## src/rtl/servo_pwm_if.sv

```systemverilog
// Drive-control to servo-array bus: per-channel commands/enables in, pulses and status out.
interface servo_pwm_if #(
  parameter int unsigned NCH = 2
);
  logic [2*NCH-1:0] cmd;
  logic [NCH-1:0]   en;
  logic [NCH-1:0]   pwm;
  logic [NCH-1:0]   settled;
  logic             frame_start;

  modport master (output cmd, en, input pwm, settled, frame_start);
  modport slave  (input cmd, en, output pwm, settled, frame_start);
endinterface

```

## src/rtl/servo_pwm_array.sv

```systemverilog
// Multi-channel servo PWM: one shared frame counter, widths committed only at frame
// boundaries with an optional per-frame slew limit.
module servo_pwm_array #(
  parameter int unsigned NCH    = 2,
  parameter int unsigned PERIOD = 3072,
  parameter int unsigned T_BACK = 154,
  parameter int unsigned T_STOP = 230,
  parameter int unsigned T_FWD  = 307,
  parameter int unsigned STEP   = 0
) (
  input  logic         clk,
  input  logic         reset,
  servo_pwm_if.slave   bus
);

  localparam int unsigned CW = $clog2(PERIOD + 1);

  logic [CW-1:0] r_cnt;
  logic [CW-1:0] w_cnt_nxt;
  logic          w_commit;

  function automatic logic [CW-1:0] f_decode(input logic [1:0] c);
    case (c)
      2'b01:   return CW'(T_FWD);
      2'b10:   return CW'(T_BACK);
      default: return CW'(T_STOP);
    endcase
  endfunction

  always_comb begin
    w_commit  = (r_cnt == CW'(PERIOD - 1));
    w_cnt_nxt = w_commit ? '0 : r_cnt + CW'(1);
  end

  always_ff @(posedge clk) begin
    if (reset) r_cnt <= '0;
    else       r_cnt <= w_cnt_nxt;
  end

  // Combinational so the first cycle after reset release already flags cnt == 0.
  assign bus.frame_start = (r_cnt == '0) && !reset;

  for (genvar k = 0; k < int'(NCH); k++) begin : g_ch
    logic [CW-1:0] r_wid;
    logic [CW-1:0] r_tgt;
    logic          r_en;
    logic          r_pwm;
    logic [CW-1:0] w_dec;
    logic [CW-1:0] w_diff;
    logic [CW-1:0] w_slew;
    logic [CW-1:0] w_wid_nxt;
    logic          w_en_nxt;

    // Next width: jump when within one step (or unlimited), else move by exactly STEP.
    always_comb begin
      w_dec  = f_decode(bus.cmd[2*k +: 2]);
      w_diff = (w_dec > r_wid) ? (w_dec - r_wid) : (r_wid - w_dec);
      if (STEP == 0 || 32'(w_diff) <= STEP) w_slew = w_dec;
      else if (w_dec > r_wid)               w_slew = r_wid + CW'(STEP);
      else                                  w_slew = r_wid - CW'(STEP);
      w_wid_nxt = w_commit ? w_slew    : r_wid;
      w_en_nxt  = w_commit ? bus.en[k] : r_en;
    end

    // pwm is precomputed against the counter value of the following cycle.
    always_ff @(posedge clk) begin
      if (reset) begin
        r_wid <= CW'(T_STOP);
        r_tgt <= CW'(T_STOP);
        r_en  <= 1'b0;
        r_pwm <= 1'b0;
      end else begin
        r_wid <= w_wid_nxt;
        r_en  <= w_en_nxt;
        if (w_commit) r_tgt <= w_dec;
        r_pwm <= w_en_nxt && (w_cnt_nxt < w_wid_nxt);
      end
    end

    assign bus.pwm[k]     = r_pwm;
    assign bus.settled[k] = (r_wid == r_tgt);
  end

endmodule

```

## src/flat_wrapper.sv

```systemverilog
// flat-port wrapper written by rule: the top's interface ports become plain ports
module servo_pwm_array_flat 
#(
  parameter int unsigned NCH    = 2,
  parameter int unsigned PERIOD = 3072,
  parameter int unsigned T_BACK = 154,
  parameter int unsigned T_STOP = 230,
  parameter int unsigned T_FWD  = 307,
  parameter int unsigned STEP   = 0
)
  (clk, reset, bus_cmd, bus_en, bus_pwm, bus_settled, bus_frame_start);
  servo_pwm_if #(.NCH(NCH)) bus_i ();
  input  logic clk;
  input  logic reset;
  input wire logic [$bits(bus_i.cmd)-1:0] bus_cmd;
  input wire logic [$bits(bus_i.en)-1:0] bus_en;
  output wire logic [$bits(bus_i.pwm)-1:0] bus_pwm;
  output wire logic [$bits(bus_i.settled)-1:0] bus_settled;
  output wire logic [$bits(bus_i.frame_start)-1:0] bus_frame_start;
  assign bus_i.cmd = bus_cmd;
  assign bus_i.en = bus_en;
  assign bus_pwm = bus_i.pwm;
  assign bus_settled = bus_i.settled;
  assign bus_frame_start = bus_i.frame_start;
  servo_pwm_array #(.NCH(NCH), .PERIOD(PERIOD), .T_BACK(T_BACK), .T_STOP(T_STOP), .T_FWD(T_FWD), .STEP(STEP)) u_core (.clk(clk), .reset(reset), .bus(bus_i));
endmodule
```

## config.mk

```make
export PLATFORM = sky130hd
export DESIGN_NAME = servo_pwm_array_flat
export DESIGN_NICKNAME = d
export VERILOG_FILES = /design/src/rtl/servo_pwm_if.sv /design/src/rtl/servo_pwm_array.sv /design/src/flat_wrapper.sv
export SDC_FILE = /design/constraint.sdc
export NUM_CORES = 1
export LEC_CHECK = 0
export ABC_AREA = 1
export CORE_UTILIZATION = 61
export DETAILED_ROUTE_END_ITERATION = 12
export PLACE_DENSITY_LB_ADDON = 0.3
export SLEW_MARGIN = 5
export SYNTH_ARGS = -nofsm -noshare
export SYNTH_HDL_FRONTEND = slang
export SYNTH_SLANG_ARGS = --single-unit
```

## constraint.sdc

```tcl
create_clock -name clk -period 3.3 [get_ports clk]
set_input_delay 0.825 -clock clk [delete_from_list [all_inputs] [get_ports clk]]
set_output_delay 0.825 -clock clk [all_outputs]
set_load 0.05 [all_outputs]
```

# ---- Word-level counts from Yosys, hierarchy flattened
# Index checks and enable logic that the tools add are counted.
dict set report word_totals {
  romBits 0
  regBits 64
  in_bits 8
  latchBits 0
  mem_bits_rw 0
  elab_cells 31
  out_inout_bits 5
  n_memories 0
}
dict set report op_classes {
  mul 0
  reduce_logical 5
  addsub 1
  n_shift 0
  n_mux 7
  bitwise 0
  div_mod_pow 0
  eq_ne 7
  magnitude_cmp 2
}
# cell count
set ops {}
lappend ops {{$mux W12} 3}
lappend ops {{$pmux W9 S2} 2}
lappend ops {{$eq A12 B12 Y1} 2}
lappend ops {{$lt A12 B12 Y1} 2}
lappend ops {{$add A12 B1 Y12 const B} 1}
lappend ops {{$eq A12 B12 Y1 const B} 1}
lappend ops {{$logic_not A12 Y1} 1}
lappend ops {{$eq A2 B1 Y1 const B} 2}
lappend ops {{$eq A2 B2 Y1 const B} 2}
lappend ops {{$logic_and A1 B1 Y1} 3}
lappend ops {{$mux W1} 2}
lappend ops {{$logic_not A1 Y1} 1}

# ---- Depth between registers and ports, before layout
dict set report logic_depth {
  ltp_word 5
  mapped_depth 17
  ltp_nobuf 16
}

# ---- Least setup slack after synthesis
# OpenSTA, ideal clock, no wires.
dict set report synth_path {
  path_kind {input to output}
  from {in reset}
  to {out bus_frame_start}
  arrival_time_ns 2.648
  n_path_buf 1
  slack_ns -0.173
  path_stages 4
  t_required_ns 2.475
  path_cell_list {clkbuf_1 -> clkinv_1 -> nand2_1 -> nor4_1}
}
dict set report synth_between {
  elab_chain_cells 2
}
# element line_no
set synth_rtl {}
lappend synth_rtl {{start, declared} flat_wrapper.sv:14} ;# input logic reset;
lappend synth_rtl {{$logic_not A1 Y1} servo_pwm_array.sv:41} ;# assign bus.frame_start = (r_cnt == '0) && !reset;
lappend synth_rtl {{$logic_and A1 B1 Y1} servo_pwm_array.sv:41}
lappend synth_rtl {{end, declared} flat_wrapper.sv:19} ;# output wire logic [$bits(bus_i.frame_start)-1:0] bus_frame_start;
# No other way between the ends.

# ---- Worst setup path in the final report
dict set report layout_path {
  from {reg u_core.g_ch[0].r_wid[1]}
  to {out bus_settled[0]}
}
dict set report layout_between {
  elab_chain_cells 1
}
# element line_no
set layout_rtl {}
lappend layout_rtl {{start, declared} servo_pwm_array.sv:44} ;# logic [CW-1:0] r_wid;
lappend layout_rtl {{start signal, assigned} servo_pwm_array.sv:68} ;# r_wid <= CW'(T_STOP);
lappend layout_rtl {{start signal, assigned} servo_pwm_array.sv:73} ;# r_wid <= w_wid_nxt;
lappend layout_rtl {{$eq A12 B12 Y1} servo_pwm_array.sv:81} ;# assign bus.settled[k] = (r_wid == r_tgt);
lappend layout_rtl {{end, declared} flat_wrapper.sv:18} ;# output wire logic [$bits(bus_i.settled)-1:0] bus_settled;
# No other way between the ends.

==> run metrics <==
Max-slew headroom=0.6560; RR Startpoint=u_core.r_cnt[0]$_SDFF_PP0_; required time worst endpoint=~2.5 ns; pre-CTS WS=roughly 0.33 ns; worst hold path startpoint=u_core.g_ch[1].r_tgt[3]$_SDFFE_PP0N_; Vias/cell=5.405; Crit path depth=5; synth warn=0; Area Overhead vs Synth=8.028%; Setup WS post-layout=0.2479 ns; first-pass GRT wire length=slightly above 10000 um; number of synthesized flops with an enable pin=0; Die H=between 70 and 80 um; Core Box Area=roughly 4400 um^2; Die X=between 70 and 80 um; cts repair resizes=0; # setup viols final=0; Worst Setup End Kind=primary output; worst path cell trace=inv_1 > nor4_1 > nand4_1 > nor2_1 > clkdlybuf4s50_1; Final min period=3.052 ns; Slew @ Worst Pin=between 0.5 and 0.6 ns; CP arrival=2.23 ns; Worst Clk Skew=around 0.0054 ns; RSZ-0062 raised after global routing=no; critical path class=reg2out; cell area after layout=roughly 3000 um^2; dpl cells=437; crit-path max FO=2; DRT Pass-1 Iters=4; PwrDens=339.0 nW/um^2; I/O Pins=13; largest net degree at the start of global routing=33; fin crit share=0.9249; Final HPWL DP=between 4000 and 5000 um; Total GRT Usage=0.2609; cts hold-fix bufs=0; clk slew on worst S/H paths=around 0.09 ns; # rows=24; Yosys cell types=35; ANT nets after route=0; Filler cells=368; Hold Path Depth=2; vias=between 2000 and 2500; Clock Latency Late Sink=0.30 ns; status=completed; Port Buf Inserts=12; startpoint types=register; post-synthesis net count=422; Slowest-stage cell, CP=clkdlybuf4s50_1; Worst Reg-to-Reg Cells=16; r2r setup slk=roughly 0.48 ns; Starting Density=0.6426; Hold Crit Endpoint=u_core.g_ch[1].r_tgt[3]$_SDFFE_PP0N_; Fmax=about 330 MHz; GR met2 Demand/Resource=0.4274; Post-Route Setup TNS=0 ns; Hold WC Path Type=reg2reg; CTS Sinks=52; number of H-tree levels=2; CTS tree=built; routability cong.=between 0.8 and 0.9; Final Max Slew Viols=0; CTS Buf Count=5; ant diodes=0; ys flop type=dfxtp_1; met1 Track Usage GR=0.3227; Post-Syn Area=roughly 2800 um^2; share of cells above drive strength 1=0.06122; GR peak layer=met2; Seq/Total Area, Yosys=0.3670; number of global-route vias before repair=about 2300; post-CTS setup buffer count=0; nets=approximately 430; Crit path max-delay family=buffers and inverters; Seq cells post-synth=52; asr flop ratio synth=0; GRT overflow=0; GR Layer Usage met3=0.06061; WL/cell=between 10 and 15 um; initial DRC count=~150; Total Die Area=between 4000 and 5000 um^2; Finished Layout Cells=approximately 440; Area after DPL=approximately 3000 um^2; Root Driver=clkbuf_8; Total Wirelength=5897 um; CP startpoint=u_core.g_ch[0].r_wid[1]$_SDFF_PP1_; Lkg Pwr=around 1.5 nW; Max-Cap Viols=0; initial antenna violation count=0; Final Hold Fails=0; Mapped Cells=between 300 and 400; drt drc=0; Worst VDD drop=about 260 uV; Crit path buffers/inverters=2; RR Endpoint=u_core.g_ch[0].r_pwm$_SDFF_PP0_; syn avg cell area=around 7.4 um^2; slowest cell delay on critical path=roughly 0.8 ns; final hold slack=roughly 0.47 ns; worst-case clock buffer depth=2
==> where the power goes <==
group / switching (W) / total, W / internal [W]
registers: 0.00000272 / 0.000633 / 0.000630
clock network: 0.000197 / 0.000342 / 0.000145
logic: 0.0000401 / 0.0000643 / 0.0000242
total: 0.000240 / 0.00104 / 0.000799
==> layout make-up <==
type	instances	area (um^2)	share of cell area
clock buffer	6	72.57	0.02368
multi-input combinational	260	1519	0.4957
inverter	57	214.0	0.06982
timing repair buffer	16	147.6	0.04818
tap	52	65.06	0.02123
sequential	52	1041	0.3397
clock inverter	1	5.005	0.001633
==> kinds of logic (layout without fill, tap and decap cells) <==
kind of cell | Yosys count | in the layout | synth area share
and+or+nand+nor | 175 | 175 | 0.2766
AOI/OAI and AO/OA | 45 | 45 | 0.09088
adders and majority gates | 32 | 32 | 0.1412
xor gates and xnor gates | 8 | 8 | 0.02470
DFF | 52 | 52 | 0.3670
buffers and inverters | 70 | 80 | 0.09969
==> cells in the final DEF, fill, tap and decap left out <==
cell type and n:
xor2_1 3, clkbuf_1 1, nand2_1 83, nor2_1 39
nand4_1 7, nand3b_1 2, clkinv_1 1, nand3_4 1
o21bai_1 1, nand3_1 13, or2_2 3, nand2_2 1
a221oi_1 1, a31o_2 1, dfxtp_1 52, or2_1 2
clkbuf_8 5, o22ai_1 1, ha_1 32, buf_4 5
a21oi_1 22, nor2_4 2, a21o_1 1, clkinv_2 1
inv_2 1, inv_1 55, o21a_1 1, o21ai_0 13
o211a_1 2, xnor2_1 5, clkdlybuf4s50_1 11, nor3_1 10
nor4_1 8, o2111ai_1 1, nor4_2 1, o211ai_1 1
nor2_2 3
==> worst max path at each step <==
stage / end
floorplan: bus_frame_start
global placement: u_core.g_ch[0].r_pwm$_SDFF_PP0_
detailed placement: u_core.g_ch[0].r_pwm$_SDFF_PP0_
CTS: bus_settled[0]
global route: bus_settled[1]
finish: bus_settled[0]
==> sequential cells by signal, indices dropped and copies added, names as in the netlist <==
| signal | cells |
|---|---|
| u_core.g_ch.r_wid | 24 |
| u_core.g_ch.r_tgt | 12 |
| u_core.r_cnt | 12 |
| u_core.g_ch.r_en | 2 |
| u_core.g_ch.r_pwm | 2 |
==> tightest hold or removal path, stage by stage, from the launching register on <==
cell and delay (ns):
dfxtp_1 0.32, nand2_1 0.06, a21oi_1 0.06
==> cell usage after synthesis, types with 3 or more instances <==
| cell | count | area share |
|---|---|---|
| nand2_1 | 83 | 0.11 |
| inv_1 | 55 | 0.073 |
| dfxtp_1 | 52 | 0.37 |
| nor2_1 | 39 | 0.052 |
| ha_1 | 32 | 0.14 |
| a21oi_1 | 22 | 0.039 |
| nand3_1 | 13 | 0.023 |
| o21ai_0 | 13 | 0.023 |
| nor3_1 | 10 | 0.018 |
| nor4_1 | 9 | 0.020 |
| nand4_1 | 7 | 0.015 |
| clkbuf_1 | 6 | 0.0079 |
| xnor2_1 | 5 | 0.015 |
| buf_2 | 4 | 0.0071 |
| nor2_2 | 3 | 0.0066 |
| or2_2 | 3 | 0.0066 |
| xor2_1 | 3 | 0.0093 |
==> routing by layer <==
layer | part of all wire | up-vias
li1 | - | 1251
met1 | 0.47 | 1081
met2 | 0.44 | 48
met3 | 0.046 | 20
met4 | 0.037 | 0
met5 | 0 | -
==> through the flow <==
| step | utilization | total power (W) |
|---|---|---|
| after floorplan | - | 0.0006867 |
| after global placement | 0.6766 | 0.0007097 |
| after detailed placement | 0.6766 | 0.0007115 |
| after CTS | 0.6942 | 0.001045 |
| after global routing | 0.6942 | 0.001076 |
| final | 0.6942 | 0.001039 |
Power figures use the tool's default switching activity.
